--- src/rtl/snn_pkg.sv ---
// Shared types and constants for the spiking-layer datapath blocks.
package snn_pkg;

  localparam int ID_W      = 4;
  localparam int N_NEURONS = 2 ** ID_W;

  typedef logic [ID_W-1:0] neuron_id_t;

  typedef enum logic [1:0] {
    IDLE  = 2'd0,
    ARB   = 2'd1,
    DRAIN = 2'd2,
    DONE  = 2'd3
  } enc_state_t;

  // Unsigned 8-bit add that clamps at 255 instead of wrapping.
  function automatic logic [7:0] sat_add_u8(input logic [7:0] a, input logic [4:0] b);
    logic [8:0] sum;
    sum = {1'b0, a} + {4'b0000, b};
    return sum[8] ? 8'hFF : sum[7:0];
  endfunction

endpackage

--- src/rtl/spike_encoder_if.sv ---
// Spike-encoder bundle: spike/step inputs and the FIFO write side.
// The drop_cnt signal exists only when SPIKE_DROP_CNT_EN is defined.
interface spike_encoder_if
  import snn_pkg::*;
#(
  parameter int N_NEURONS = snn_pkg::N_NEURONS,
  parameter int ID_W      = snn_pkg::ID_W
);
  logic [N_NEURONS-1:0] spike_in;
  logic                 step_end;
  logic                 fifo_full;
  logic                 clr_ovf;
  logic                 wen;
  logic [ID_W-1:0]      dout;
  logic                 done;
  logic                 busy;
  logic                 overflow;
  enc_state_t           state;
`ifdef SPIKE_DROP_CNT_EN
  logic [7:0]           drop_cnt;
`endif

  // Handshake: dout is meaningful only in a cycle with wen=1; the encoder never
  // raises wen in the cycle after fifo_full was seen high, so wen is a write
  // the FIFO must accept (fifo_full acts as ready, sampled in the grant cycle).
  modport master (
    input  spike_in, step_end, fifo_full, clr_ovf,
    output wen, dout, done, busy, overflow, state
`ifdef SPIKE_DROP_CNT_EN
    , output drop_cnt
`endif
  );

  modport slave (
    output spike_in, step_end, fifo_full, clr_ovf,
    input  wen, dout, done, busy, overflow, state
`ifdef SPIKE_DROP_CNT_EN
    , input drop_cnt
`endif
  );

endinterface

--- src/rtl/rr_arbiter.sv ---
// Combinational round-robin arbiter: grants the first request at or after ptr,
// wrapping modulo N. N must equal 2**W so the index wrap is free.
module rr_arbiter
  import snn_pkg::*;
#(
  parameter int N = snn_pkg::N_NEURONS,
  parameter int W = snn_pkg::ID_W
) (
  input  logic [N-1:0] req,
  input  logic [W-1:0] ptr,
  output logic [N-1:0] gnt_onehot,
  output logic [W-1:0] gnt_id,
  output logic         gnt_valid
);

  logic [W-1:0] idx;

  always_comb begin
    gnt_onehot = '0;
    gnt_id     = '0;
    gnt_valid  = 1'b0;
    idx        = '0;
    for (int i = 0; i < N; i++) begin
      idx = ptr + W'(i);
      if (!gnt_valid && req[idx]) begin
        gnt_valid = 1'b1;
        gnt_id    = idx;
      end
    end
    if (gnt_valid) gnt_onehot = N'(1) << gnt_id;
  end

endmodule

--- src/rtl/spike_encoder.sv ---
// Collects spike pulses into a pending set and serialises them as neuron IDs
// to the event FIFO, round-robin. Optional drop counter: SPIKE_DROP_CNT_EN.
module spike_encoder
  import snn_pkg::*;
#(
  parameter int N_NEURONS = snn_pkg::N_NEURONS,
  parameter int ID_W      = snn_pkg::ID_W
) (
  input logic            clock,
  input logic            reset,
  spike_encoder_if.master bus
);

  logic [N_NEURONS-1:0] pending_q, pending_d;
  logic [ID_W-1:0]      rr_ptr_q, rr_ptr_d;
  logic [ID_W-1:0]      dout_q, dout_d;
  enc_state_t           state_q, state_d;
  logic                 wen_q, wen_d;
  logic                 done_q, done_d;
  logic                 overflow_q, overflow_d;

  logic [N_NEURONS-1:0] arb_onehot, gnt_mask, ovf_hits;
  logic [ID_W-1:0]      arb_id;
  logic                 arb_valid, grant;

  rr_arbiter #(.N(N_NEURONS), .W(ID_W)) u_arb (
    .req        (pending_q),
    .ptr        (rr_ptr_q),
    .gnt_onehot (arb_onehot),
    .gnt_id     (arb_id),
    .gnt_valid  (arb_valid)
  );

  always_comb begin
    grant    = arb_valid && !bus.fifo_full && (state_q == ARB || state_q == DRAIN);
    gnt_mask = grant ? arb_onehot : '0;
    // A spike landing on a bit that is being granted this cycle is a fresh event, not a loss.
    ovf_hits  = bus.spike_in & pending_q & ~gnt_mask;
    pending_d = (pending_q & ~gnt_mask) | bus.spike_in;

    overflow_d = overflow_q;
    if (bus.clr_ovf) overflow_d = 1'b0;
    if (|ovf_hits)   overflow_d = 1'b1;

    rr_ptr_d = grant ? arb_id + ID_W'(1) : rr_ptr_q;
    wen_d    = grant;
    dout_d   = grant ? arb_id : dout_q;

    // IDLE looks at the next pending value so a new spike is granted on the following edge.
    state_d = state_q;
    case (state_q)
      IDLE: begin
        if (bus.step_end)          state_d = DRAIN;
        else if (|pending_d)       state_d = ARB;
      end
      ARB: begin
        if (bus.step_end)          state_d = DRAIN;
        else if (pending_d == '0)  state_d = IDLE;
      end
      DRAIN: begin
        if (pending_q == '0 && !grant) state_d = DONE;
      end
      DONE:    state_d = IDLE;
      default: state_d = IDLE;
    endcase
    done_d = (state_d == DONE);
  end

  always_ff @(posedge clock) begin
    if (reset) begin
      pending_q  <= '0;
      rr_ptr_q   <= '0;
      dout_q     <= '0;
      state_q    <= IDLE;
      wen_q      <= 1'b0;
      done_q     <= 1'b0;
      overflow_q <= 1'b0;
    end else begin
      pending_q  <= pending_d;
      rr_ptr_q   <= rr_ptr_d;
      dout_q     <= dout_d;
      state_q    <= state_d;
      wen_q      <= wen_d;
      done_q     <= done_d;
      overflow_q <= overflow_d;
    end
  end

  assign bus.wen      = wen_q;
  assign bus.dout     = dout_q;
  assign bus.done     = done_q;
  assign bus.overflow = overflow_q;
  assign bus.state    = state_q;
  assign bus.busy     = (|pending_q) || (state_q != IDLE);

`ifdef SPIKE_DROP_CNT_EN
  logic [7:0] drop_cnt_q, drop_cnt_d;

  // Clear first, then add this cycle's losses, so a same-cycle loss is still counted.
  always_comb begin
    drop_cnt_d = sat_add_u8(bus.clr_ovf ? 8'd0 : drop_cnt_q, 5'($countones(ovf_hits)));
  end

  always_ff @(posedge clock) begin
    if (reset) drop_cnt_q <= '0;
    else       drop_cnt_q <= drop_cnt_d;
  end

  assign bus.drop_cnt = drop_cnt_q;
`endif

endmodule

--- src/flat_wrapper.sv ---
// flat-port wrapper written by rule: the top's interface ports become plain ports
module spike_encoder_flat import snn_pkg::*;
#(
  parameter int N_NEURONS = snn_pkg::N_NEURONS,
  parameter int ID_W      = snn_pkg::ID_W
)
  (clock, reset, bus_spike_in, bus_step_end, bus_fifo_full, bus_clr_ovf, bus_wen, bus_dout, bus_done, bus_busy, bus_overflow, bus_state);
  spike_encoder_if #(.N_NEURONS(N_NEURONS), .ID_W(ID_W)) bus_i ();
  input logic clock;
  input logic reset;
  input wire logic [$bits(bus_i.spike_in)-1:0] bus_spike_in;
  input wire logic [$bits(bus_i.step_end)-1:0] bus_step_end;
  input wire logic [$bits(bus_i.fifo_full)-1:0] bus_fifo_full;
  input wire logic [$bits(bus_i.clr_ovf)-1:0] bus_clr_ovf;
  output wire logic [$bits(bus_i.wen)-1:0] bus_wen;
  output wire logic [$bits(bus_i.dout)-1:0] bus_dout;
  output wire logic [$bits(bus_i.done)-1:0] bus_done;
  output wire logic [$bits(bus_i.busy)-1:0] bus_busy;
  output wire logic [$bits(bus_i.overflow)-1:0] bus_overflow;
  output wire logic [$bits(bus_i.state)-1:0] bus_state;
  assign bus_i.spike_in = bus_spike_in;
  assign bus_i.step_end = bus_step_end;
  assign bus_i.fifo_full = bus_fifo_full;
  assign bus_i.clr_ovf = bus_clr_ovf;
  assign bus_wen = bus_i.wen;
  assign bus_dout = bus_i.dout;
  assign bus_done = bus_i.done;
  assign bus_busy = bus_i.busy;
  assign bus_overflow = bus_i.overflow;
  assign bus_state = bus_i.state;
  spike_encoder #(.N_NEURONS(N_NEURONS), .ID_W(ID_W)) u_core (.clock(clock), .reset(reset), .bus(bus_i));
endmodule
--- config.mk ---
export PLATFORM = sky130hd
export DESIGN_NAME = spike_encoder_flat
export DESIGN_NICKNAME = d
export VERILOG_FILES = /design/src/rtl/snn_pkg.sv /design/src/rtl/spike_encoder_if.sv /design/src/rtl/rr_arbiter.sv /design/src/rtl/spike_encoder.sv /design/src/flat_wrapper.sv
export SDC_FILE = /design/constraint.sdc
export NUM_CORES = 1
export LEC_CHECK = 0
export CORE_MARGIN = 4
export CORE_UTILIZATION = 40
export CTS_CLUSTER_DIAMETER = 60
export CTS_CLUSTER_SIZE = 14
export DETAILED_ROUTE_END_ITERATION = 7
export PLACE_DENSITY = 0.69
export SLEW_MARGIN = 0
export SYNTH_ARGS = -nofsm -noshare
export SYNTH_HDL_FRONTEND = slang
export SYNTH_SLANG_ARGS = --single-unit
export TNS_END_PERCENT = 100
--- constraint.sdc ---
create_clock -name clock -period 11.4 [get_ports clock]
set_input_delay 1.71 -clock clock [delete_from_list [all_inputs] [get_ports clock]]
set_output_delay 1.71 -clock clock [all_outputs]
set_load 0.005 [all_outputs]
==> impl_metrics.toml, run 1 <==
[worst_setup_path]
cp-startpoint = "u_core.rr_ptr_q[0]"
worst_path_most_repeated_cell = "or4_1"
critical_path.max_stage_delay_ps = 680
required_ps = 11560
worstSetupPathType = "reg -> reg"
slowest_stage = "ha_1"
endpoint_kind = "flop"
crit_path_start_kind = "flop"
r2r-start = "u_core.rr_ptr_q[0]"
cp_cell_sequence = "buf_4 > inv_2 > ha_1 > mux4_2 > mux2i_1 > mux2i_1 > or4_1 > or4_1 > nor3_1 > a2111oi_0 > a31oi_1 > ha_1 > nand2_1 > o31a_1 > or4_1 > nor4_2 > a21oi_1"
crit_buf_inv = 2
worst_ep_arrival_time_ps = 6940
crit_family = "simple AND/OR/NAND/NOR gates"
cp_max_fo = 22

[power]
power_density_nw_per_um2 = 238
p_leak_nw = 1.59
peakVddDrop_mv = 0.103

[global_route]
antenna_found_initial = 0
grt_pass1_vias = 3853
gr-total-overflow = 0
grt_max_degree = 30
grt_use_total_pct = 22.7
grt_pass1_wl_um = 20700

[drt]
drtIter0Drc = 336
totalWireLength_um = 13100
ant_nets = 0
drc = 0
top_layer = "met4"
wl_met3_um = 996
viasPerCell = 6.37
wl_per_cell_um = 20.8
wl_met2_um = 6110
met1Wirelength_um = 5320
first_pass_iters = 4
num_vias = 3999

[outcome]
status = "completed"

[clock_network]
cts_resized = 0
post_cts_buffers = 0
cts_hold_buf = 0
clk_pin_slew_ps = 60
htreeDepth = 2
clock_sinks = 29
clockBufferDepth = 2
clk-insertion-delay-late_ps = 280
cts_tree = "done"
numCtsBuffers = 5
root_buffer = "clkbuf_8"

[die]
pin_count = 31
dieArea_sq_um = 11500
row_count = 36
die_w_um = 107
start_util_pct = 40.8
fp.dieH_um = 107
coreArea_sq_um = 9680

[yosys]
synth_flop_cell = "dfxtp_1"
synth_cells = 484
synthMuxAreaShare_pct = 27.2
yosys_warnings = 0
ys_ff_latch = 29
synthArstFlopShare_pct = 0
synth-simple-area-share_pct = 21.8
avgSynthCellArea_sq_um = 8.16
ys_seq_area_share_pct = 14.7
synth-edff-count = 0
synth_fp_nets = 521
ys_types = 70
syn_area_sq_um = 3950
synth-compound-area-share_pct = 22.1
synth_xor_xnor_area_share_pct = 2.41
yosys.area_share.adder_pct = 5.07
synth_top_family_by_area = "multiplexers"

[job]
cap_violations = 0

[worst_hold_path]
min-delay-start = "u_core.bus.dout[1]"
hold_path_class = "reg -> reg"

[placement]
place_congestion = 0.993
place_ws_ps = 4720
port_buffers = 30
dpl.hpwl_um = 9980

[final_layout]
drive_gt1_share_pct = 14.1
final_util_pct = 45.5
area_delta_synth_final_pct = 11.5
diodes = 0
nets = 531

[timing]
tightest_slew_ps = 995
rsz0062_at_grt = "no"
setup_violations = 0
worst_slack_ps = 4620
finalHoldViolations = 0
slew_headroom_pct = 33.4
fmax_ghz = 0.147
fin_skew_ps = 2.21
fin_tns_setup_ps = 0
drv_slew = 0
finalCritPeriodShare_pct = 59.5
post-route-min-period_ps = 6780
[kinds of logic (layout without fill, tap and decap cells)]
family	Yosys count	count (layout)
mux	70	70
fa+ha+maj	16	16
simple gates	172	172
flops	29	29
buf+inv	59	70
xor+xnor	10	10
compound gates	128	128
[Yosys cell counts (6+ instances only)]
cell type,n,area (sq um)
mux2i_1,29,290
xnor2_1,6,52.6
nor3_1,9,45.0
nand2b_1,8,50.1
nand3_1,11,55.1
a21oi_1,35,175
buf_2,8,40.0
nor4_1,8,50.1
ha_1,16,200
nor2_1,45,169
dfxtp_1,29,581
o21ai_0,16,80.1
a31oi_1,11,68.8
nand2_1,43,161
clkbuf_1,18,67.6
nor2b_1,6,37.5
mux4_2,26,586
nand4_1,7,43.8
mux2_2,13,146
or2_2,8,50.1
a211oi_1,7,52.6
inv_1,23,86.3
[state kept, by name (all words and copies together), names as in the netlist]
signal	flops
u_core.pending_q	16
u_core.bus.dout	4
u_core.rr_ptr_q	4
u_core.bus.state	2
u_core.bus.done	1
u_core.bus.overflow	1
u_core.bus.wen	1
[worst register-to-register path, cell delays in order (launching register included)]
cell	delay, ps
dfxtp_1	310
buf_4	300
inv_2	220
ha_1	690
mux4_2	620
mux2i_1	370
mux2i_1	350
or4_1	600
or4_1	660
nor3_1	290
a2111oi_0	150
a31oi_1	470
ha_1	270
nand2_1	110
o31a_1	290
or4_1	490
nor4_2	350
a21oi_1	120
[per-stage QoR]
step                      power [mW]  area, sq um  hold WS [ps]  std cells
after floorplan                0.741         3950           453        484
after global placement         0.928         4300           451        620
after detailed placement       0.927         4300           451        620
after CTS                       1.03         4400           460        628
after global routing            1.12         4400           484        628
final                           1.05         4400           458        628
[cells in the final DEF (no fill, tap or decap), types with 16 or more instances in the layout]
cell type	netlist	routed
inv_1	23	23
mux2i_1	29	29
clkdlybuf4s50_1	0	30
dfxtp_1	29	29
o21ai_0	16	16
nand2_1	43	43
nor2_1	45	45
mux4_2	26	26
a21oi_1	35	35
ha_1	16	16
[final cells by class]
| cell class | instances | area, sq um |
|---|---|---|
| tap | 133 | 166 |
| multi-input combinational | 396 | 3110 |
| timing repair buffer | 36 | 345 |
| clock inverter | 1 | 5.00 |
| clock buffer | 7 | 96.3 |
| inverter | 26 | 103 |
| fill | 991 | 5280 |
| sequential | 29 | 581 |
[final timing paths]
| check | to | slack (ps) | cells past startpoint |
|---|---|---|---|
| max | u_core.bus.state[0] | 4620 | 17 |
| min | u_core.bus.dout[1] | 460 | 2 |
| max reg2reg | u_core.bus.state[0] | 4620 | 17 |
| min reg2reg | u_core.bus.dout[1] | 460 | 2 |
[report_power, final]
group | internal, mW | switching (mW) | total [mW]
registers | 0.113 | 0.0254 | 0.138
logic | 0.300 | 0.512 | 0.812
clock network | 0.0545 | 0.0406 | 0.0951
[metal layers]
metal / vias up / track usage [%]
met3: 46 / 2.28
li1: 1856 / -
met5: - / 0
met4: 0 / 11.1
met1: 1881 / 30.0
met2: 216 / 36.9
No activity file was read; power rests on OpenSTA's default activity.
==> run 2, diff against run 1 <==
==> constraint.sdc (replaced) <==
create_clock -name clock -period 6.7 [get_ports clock]
set_input_delay 1.005 -clock clock [delete_from_list [all_inputs] [get_ports clock]]
set_output_delay 1.005 -clock clock [all_outputs]
set_load 0.005 [all_outputs]
==> run 2 against run 1 <==
Cell count up 0.96%. Routed wire length grew 1.4%. Clock power increased by 51%. Highest routed layer unchanged. Critical endpoint unchanged.
==> impl_metrics.toml, run 2 (synthesis results as in run 1) <==
[outcome]
status = "completed"

[global_route]
grt_pass1_wl_um = 21100
grt_util_met2_pct = 38.7
grt_max_degree = 29
busiest_layer = "met2"
grt_use_met3_pct = 2.94
gr-total-overflow = 0
grt_use_total_pct = 23.2
antenna_found_initial = 0
grt_pass1_vias = 3927
grt_use_met1_pct = 30.1

[drt]
drc = 0
wl_per_cell_um = 20.9
totalWireLength_um = 13200
first_pass_iters = 7
ant_nets = 0
drtIter0Drc = 353
num_vias = 4106
viasPerCell = 6.48

[timing]
setup_violations = 0
finalHoldViolations = 0
fin_tns_setup_ps = 0
fin_skew_ps = 6.63
rsz0062_at_grt = "no"
post-route-min-period_ps = 5990
finalCritPeriodShare_pct = 89.4
slew_headroom_pct = 32.5
tightest_slew_ps = 1010
hold-worst-slack_ps = 458
fmax_ghz = 0.167
drv_slew = 0

[worst_setup_path]
worst-r2r-setup-slack_ps = 710
endpoint_kind = "flop"
worstSetupPathType = "reg -> reg"
cp_max_fo = 28
cp-startpoint = "u_core.rr_ptr_q[1]"
rr_endpoint = "u_core.bus.state[0]"
critPathCapture = "u_core.bus.state[0]"
crit_path_start_kind = "flop"
reg2reg_depth = 18
worst_ep_arrival_time_ps = 6150
r2r-start = "u_core.rr_ptr_q[1]"
required_ps = 6860

[clock_network]
clockBufferDepth = 2
root_buffer = "clkbuf_8"
htreeDepth = 2
clk-insertion-delay-late_ps = 280
post_cts_buffers = 0
cts_tree = "done"
clk_pin_slew_ps = 70
numCtsBuffers = 5
clock_sinks = 29

[final_layout]
drive_gt1_share_pct = 15.4
final_area_sq_um = 4430
final_util_pct = 45.8
area_delta_synth_final_pct = 12.3
largest_reg_flops = 16
stdcell_count = 634
fillers = 932
final_common_cell = "nor2_1"
top_register = "u_core.pending_q"
diodes = 0
nets = 537
final_cell_mix = "nor2_1 (45), nand2_1 (43), a21oi_1 (35)"

[die]
row_count = 36
start_util_pct = 40.8
coreArea_sq_um = 9680
die_w_um = 107
dieArea_sq_um = 11500
pin_count = 31
fp.dieH_um = 107

[placement]
place_congestion = 0.944
port_buffers = 30
placedCellCount = 626
postPlaceCellArea_sq_um = 4350
dpl.hpwl_um = 10000

[job]
cap_violations = 0

[power]
peakVddDrop_mv = 0.257
power_density_nw_per_um2 = 403
p_leak_nw = 1.61

[worst_hold_path]
hold_path_class = "reg -> reg"
-- run 2: cell types whose count changed in the layout (fill, tap and decap cells not counted) --
cell	before	now
clkinvlp_4	0	1
clkinv_2	1	2
buf_4	6	12
dfxtp_2	0	1
dfxtp_1	29	28
clkbuf_8	7	5
-- run 2: critical path, stage by stage, from the launching register on --
cell and delay (ps):
dfxtp_1 330, buf_4 360, ha_1 330, xor2_1 170, buf_4 200, mux2i_1 430, mux2i_1 160, or4_1 580
or4_1 680, nor3_1 270, nor4_1 70, a21oi_1 470, ha_1 280, nand2_1 160, a22oi_1 230, nand4b_1 120
a2111o_1 400, nor4_1 480, a21oi_1 130
-- run 2: per-layer routing --
metal,up-vias,part of all wire (%)
li1,1871,-
met1,1932,39
met2,265,48
met3,38,9.8
met4,0,3.9
met5,-,0
-- run 2: worst min path at each step --
stage	start	endpoint	slack, ps	cells after the start
after floorplan	u_core.bus.dout[0]	u_core.bus.dout[0]	450	2
after detailed placement	u_core.bus.dout[1]	u_core.bus.dout[1]	450	2
final	u_core.bus.dout[1]	u_core.bus.dout[1]	460	2
after global placement	u_core.bus.dout[1]	u_core.bus.dout[1]	450	2
after CTS	u_core.bus.dout[1]	u_core.bus.dout[1]	460	2
after global routing	u_core.bus.dout[1]	u_core.bus.dout[1]	480	2
-- run 2: area by class of cell --
| type | count | area [sq um] | share of cell area (%) |
|---|---|---|---|
| tap | 133 | 166 | 3.75 |
| timing repair buffer | 42 | 390 | 8.80 |
| clock inverter | 3 | 17.5 | 0.395 |
| sequential | 29 | 582 | 13.1 |
| inverter | 26 | 103 | 2.31 |
| multi-input combinational | 396 | 3110 | 70.1 |
| clock buffer | 5 | 68.8 | 1.55 |
-- run 2: power by group --
part | internal, mW | switching, mW | total [mW]
combinational | 0.531 | 0.875 | 1.41
sequential | 0.193 | 0.0458 | 0.239
clock | 0.0715 | 0.0726 | 0.144
-- run 2: metrics by stage --
stage / power, mW / worst slack (ps)
floorplan: 1.26 / 610
global placement: 1.61 / 734
detailed placement: 1.61 / 667
CTS: 1.76 / 634
global route: 1.91 / 263
finish: 1.79 / 712
-- run 2: timing repair --
item | CTS | global route
resized for setup | 0 | 1
setup endpoints to repair | 0 | 2
hold buffers | 0 | 0
==> run 3, diff against run 2 <==
--- a/config.mk
+++ b/config.mk
@@ -11,6 +11,8 @@
 export CTS_CLUSTER_SIZE = 14
 export DETAILED_ROUTE_END_ITERATION = 7
 export PLACE_DENSITY = 0.69
+export RECOVER_POWER = 25
+export SKIP_LAST_GASP = 1
 export SLEW_MARGIN = 0
 export SYNTH_ARGS = -nofsm -noshare
 export SYNTH_HDL_FRONTEND = slang
==> run 3 against run 2 <==
Hold slack worse by 2.9 ps. Via count down 0.75%. Clock power hardly changed. Combinational power about the same. Critical endpoint unchanged. Largest power group unchanged.
==> impl_metrics.toml, run 3 (synthesis results as in run 1) <==
[clock_network]
cts_hold_buf = 0
clockBufferDepth = 2
cts_resized = 0
post_cts_buffers = 0
clk_pin_slew_ps = 70
root_buffer = "clkbuf_8"
numCtsBuffers = 5
clock_sinks = 29
clk-insertion-delay-late_ps = 290
htreeDepth = 2
cts_tree = "done"

[die]
start_util_pct = 40.8
row_count = 36
die_w_um = 107
coreArea_sq_um = 9680
fp.dieH_um = 107
pin_count = 31
dieArea_sq_um = 11500

[final_layout]
largest_reg_flops = 16
final_common_cell = "nor2_1"
stdcell_count = 634
diodes = 0
final_area_sq_um = 4430
top_register = "u_core.pending_q"
fillers = 932
nets = 537
final_cell_mix = "nor2_1 (45), nand2_1 (43), a21oi_1 (35)"
area_delta_synth_final_pct = 12.3
drive_gt1_share_pct = 15.4
final_util_pct = 45.8

[timing]
setup_violations = 0
worst_slack_ps = 726
finalCritPeriodShare_pct = 89.2
finalHoldViolations = 0
drv_slew = 0
slew_headroom_pct = 32.4
post-route-min-period_ps = 5970
fin_skew_ps = 6.24
tightest_slew_ps = 1010
fmax_ghz = 0.167
fin_tns_setup_ps = 0
rsz0062_at_grt = "no"

[drt]
top_layer = "met4"
totalWireLength_um = 13200
drc = 0
wl_per_cell_um = 20.8
ant_nets = 0
num_vias = 4075
wl_met2_um = 6320
wl_met3_um = 1300
first_pass_iters = 5
met1Wirelength_um = 5070
viasPerCell = 6.43
drtIter0Drc = 353

[power]
peakVddDrop_mv = 0.254
p_sw_share_pct = 55.5
net-switching-power_mw = 0.989
p_seq_share_pct = 13.4
power_frac_comb_pct = 78.5
intPower_mw = 0.793
p_leak_nw = 1.63
power_density_nw_per_um2 = 402
clkPwrFrac_pct = 8.1

[worst_setup_path]
cp_max_fo = 28
worst_ep_arrival_time_ps = 6130
endpoint_kind = "flop"
worstSetupPathType = "reg -> reg"
required_ps = 6860
crit_path_start_kind = "flop"

[placement]
dpl.hpwl_um = 10000
postPlaceCellArea_sq_um = 4350
place_ws_ps = 667
placedCellCount = 626
port_buffers = 30
place_congestion = 0.944

[global_route]
gr-total-overflow = 0
grt_pass1_vias = 3927
grt_max_degree = 29
grt_use_total_pct = 23.2
grt_pass1_wl_um = 21100
antenna_found_initial = 0

[job]
cap_violations = 0

[outcome]
status = "completed"

[worst_hold_path]
hold_path_class = "reg -> reg"
==> run 3: cell types whose count changed in the layout (fill, tap and decap cells not counted), sizes merged <==
cell and change:
clkdlybuf4s50 -9, dlygate4sd3 +9
==> run 3: through the flow <==
step	hold WS, ps	total power [mW]
finish	456	1.78
global route	480	1.91
CTS	461	1.76
detailed placement	451	1.61
global placement	453	1.61
floorplan	453	1.26
==> run 3: power groups by stage <==
stage                     Clock, mW  Combinational, mW  Sequential [mW]
after floorplan                   0               1.05            0.209
after global placement            0               1.37            0.239
after detailed placement          0               1.37            0.240
after CTS                     0.148               1.38            0.236
after global routing          0.155               1.51            0.241
final                         0.144               1.40            0.238
==> run 3: worst max-delay path: stages (launching register included) <==
cell	delay (ps)
dfxtp_1	330
buf_4	360
ha_1	330
xor2_1	170
buf_4	200
mux2i_1	420
mux2i_1	160
or4_1	580
or4_1	680
nor3_1	270
nor4_1	70
a21oi_1	470
ha_1	280
nand2_1	160
a22oi_1	230
nand4b_1	120
a2111o_1	400
nor4_1	480
a21oi_1	130
==> run 3: path summary, 6_finish.rpt <==
kind | from | slack [ps] | depth (start not counted) | end
worst max-delay path | u_core.rr_ptr_q[1] | 730 | 18 | u_core.bus.state[0]
worst min-delay path | u_core.bus.dout[1] | 460 | 2 | u_core.bus.dout[1]
worst max register to register | u_core.rr_ptr_q[1] | 730 | 18 | u_core.bus.state[0]
worst min register to register | u_core.bus.dout[1] | 460 | 2 | u_core.bus.dout[1]
==> run 3: area by class of cell <==
| cell class | instances | area, sq um | area share [%] |
|---|---|---|---|
| Clock inverter | 3 | 17.5 | 0.395 |
| Timing Repair Buffer | 42 | 390 | 8.80 |
| Tap cell | 133 | 166 | 3.75 |
| Multi-Input combinational cell | 396 | 3110 | 70.1 |
| Sequential cell | 29 | 582 | 13.1 |
| Clock buffer | 5 | 68.8 | 1.55 |
| Inverter | 26 | 103 | 2.31 |
==> run 3: routing by layer <==
layer  up-vias  GRT usage (%)
met5         -              0
met4         0           9.74
met1      1904           30.1
met3        35           2.94
met2       265           38.7
li1       1871              -
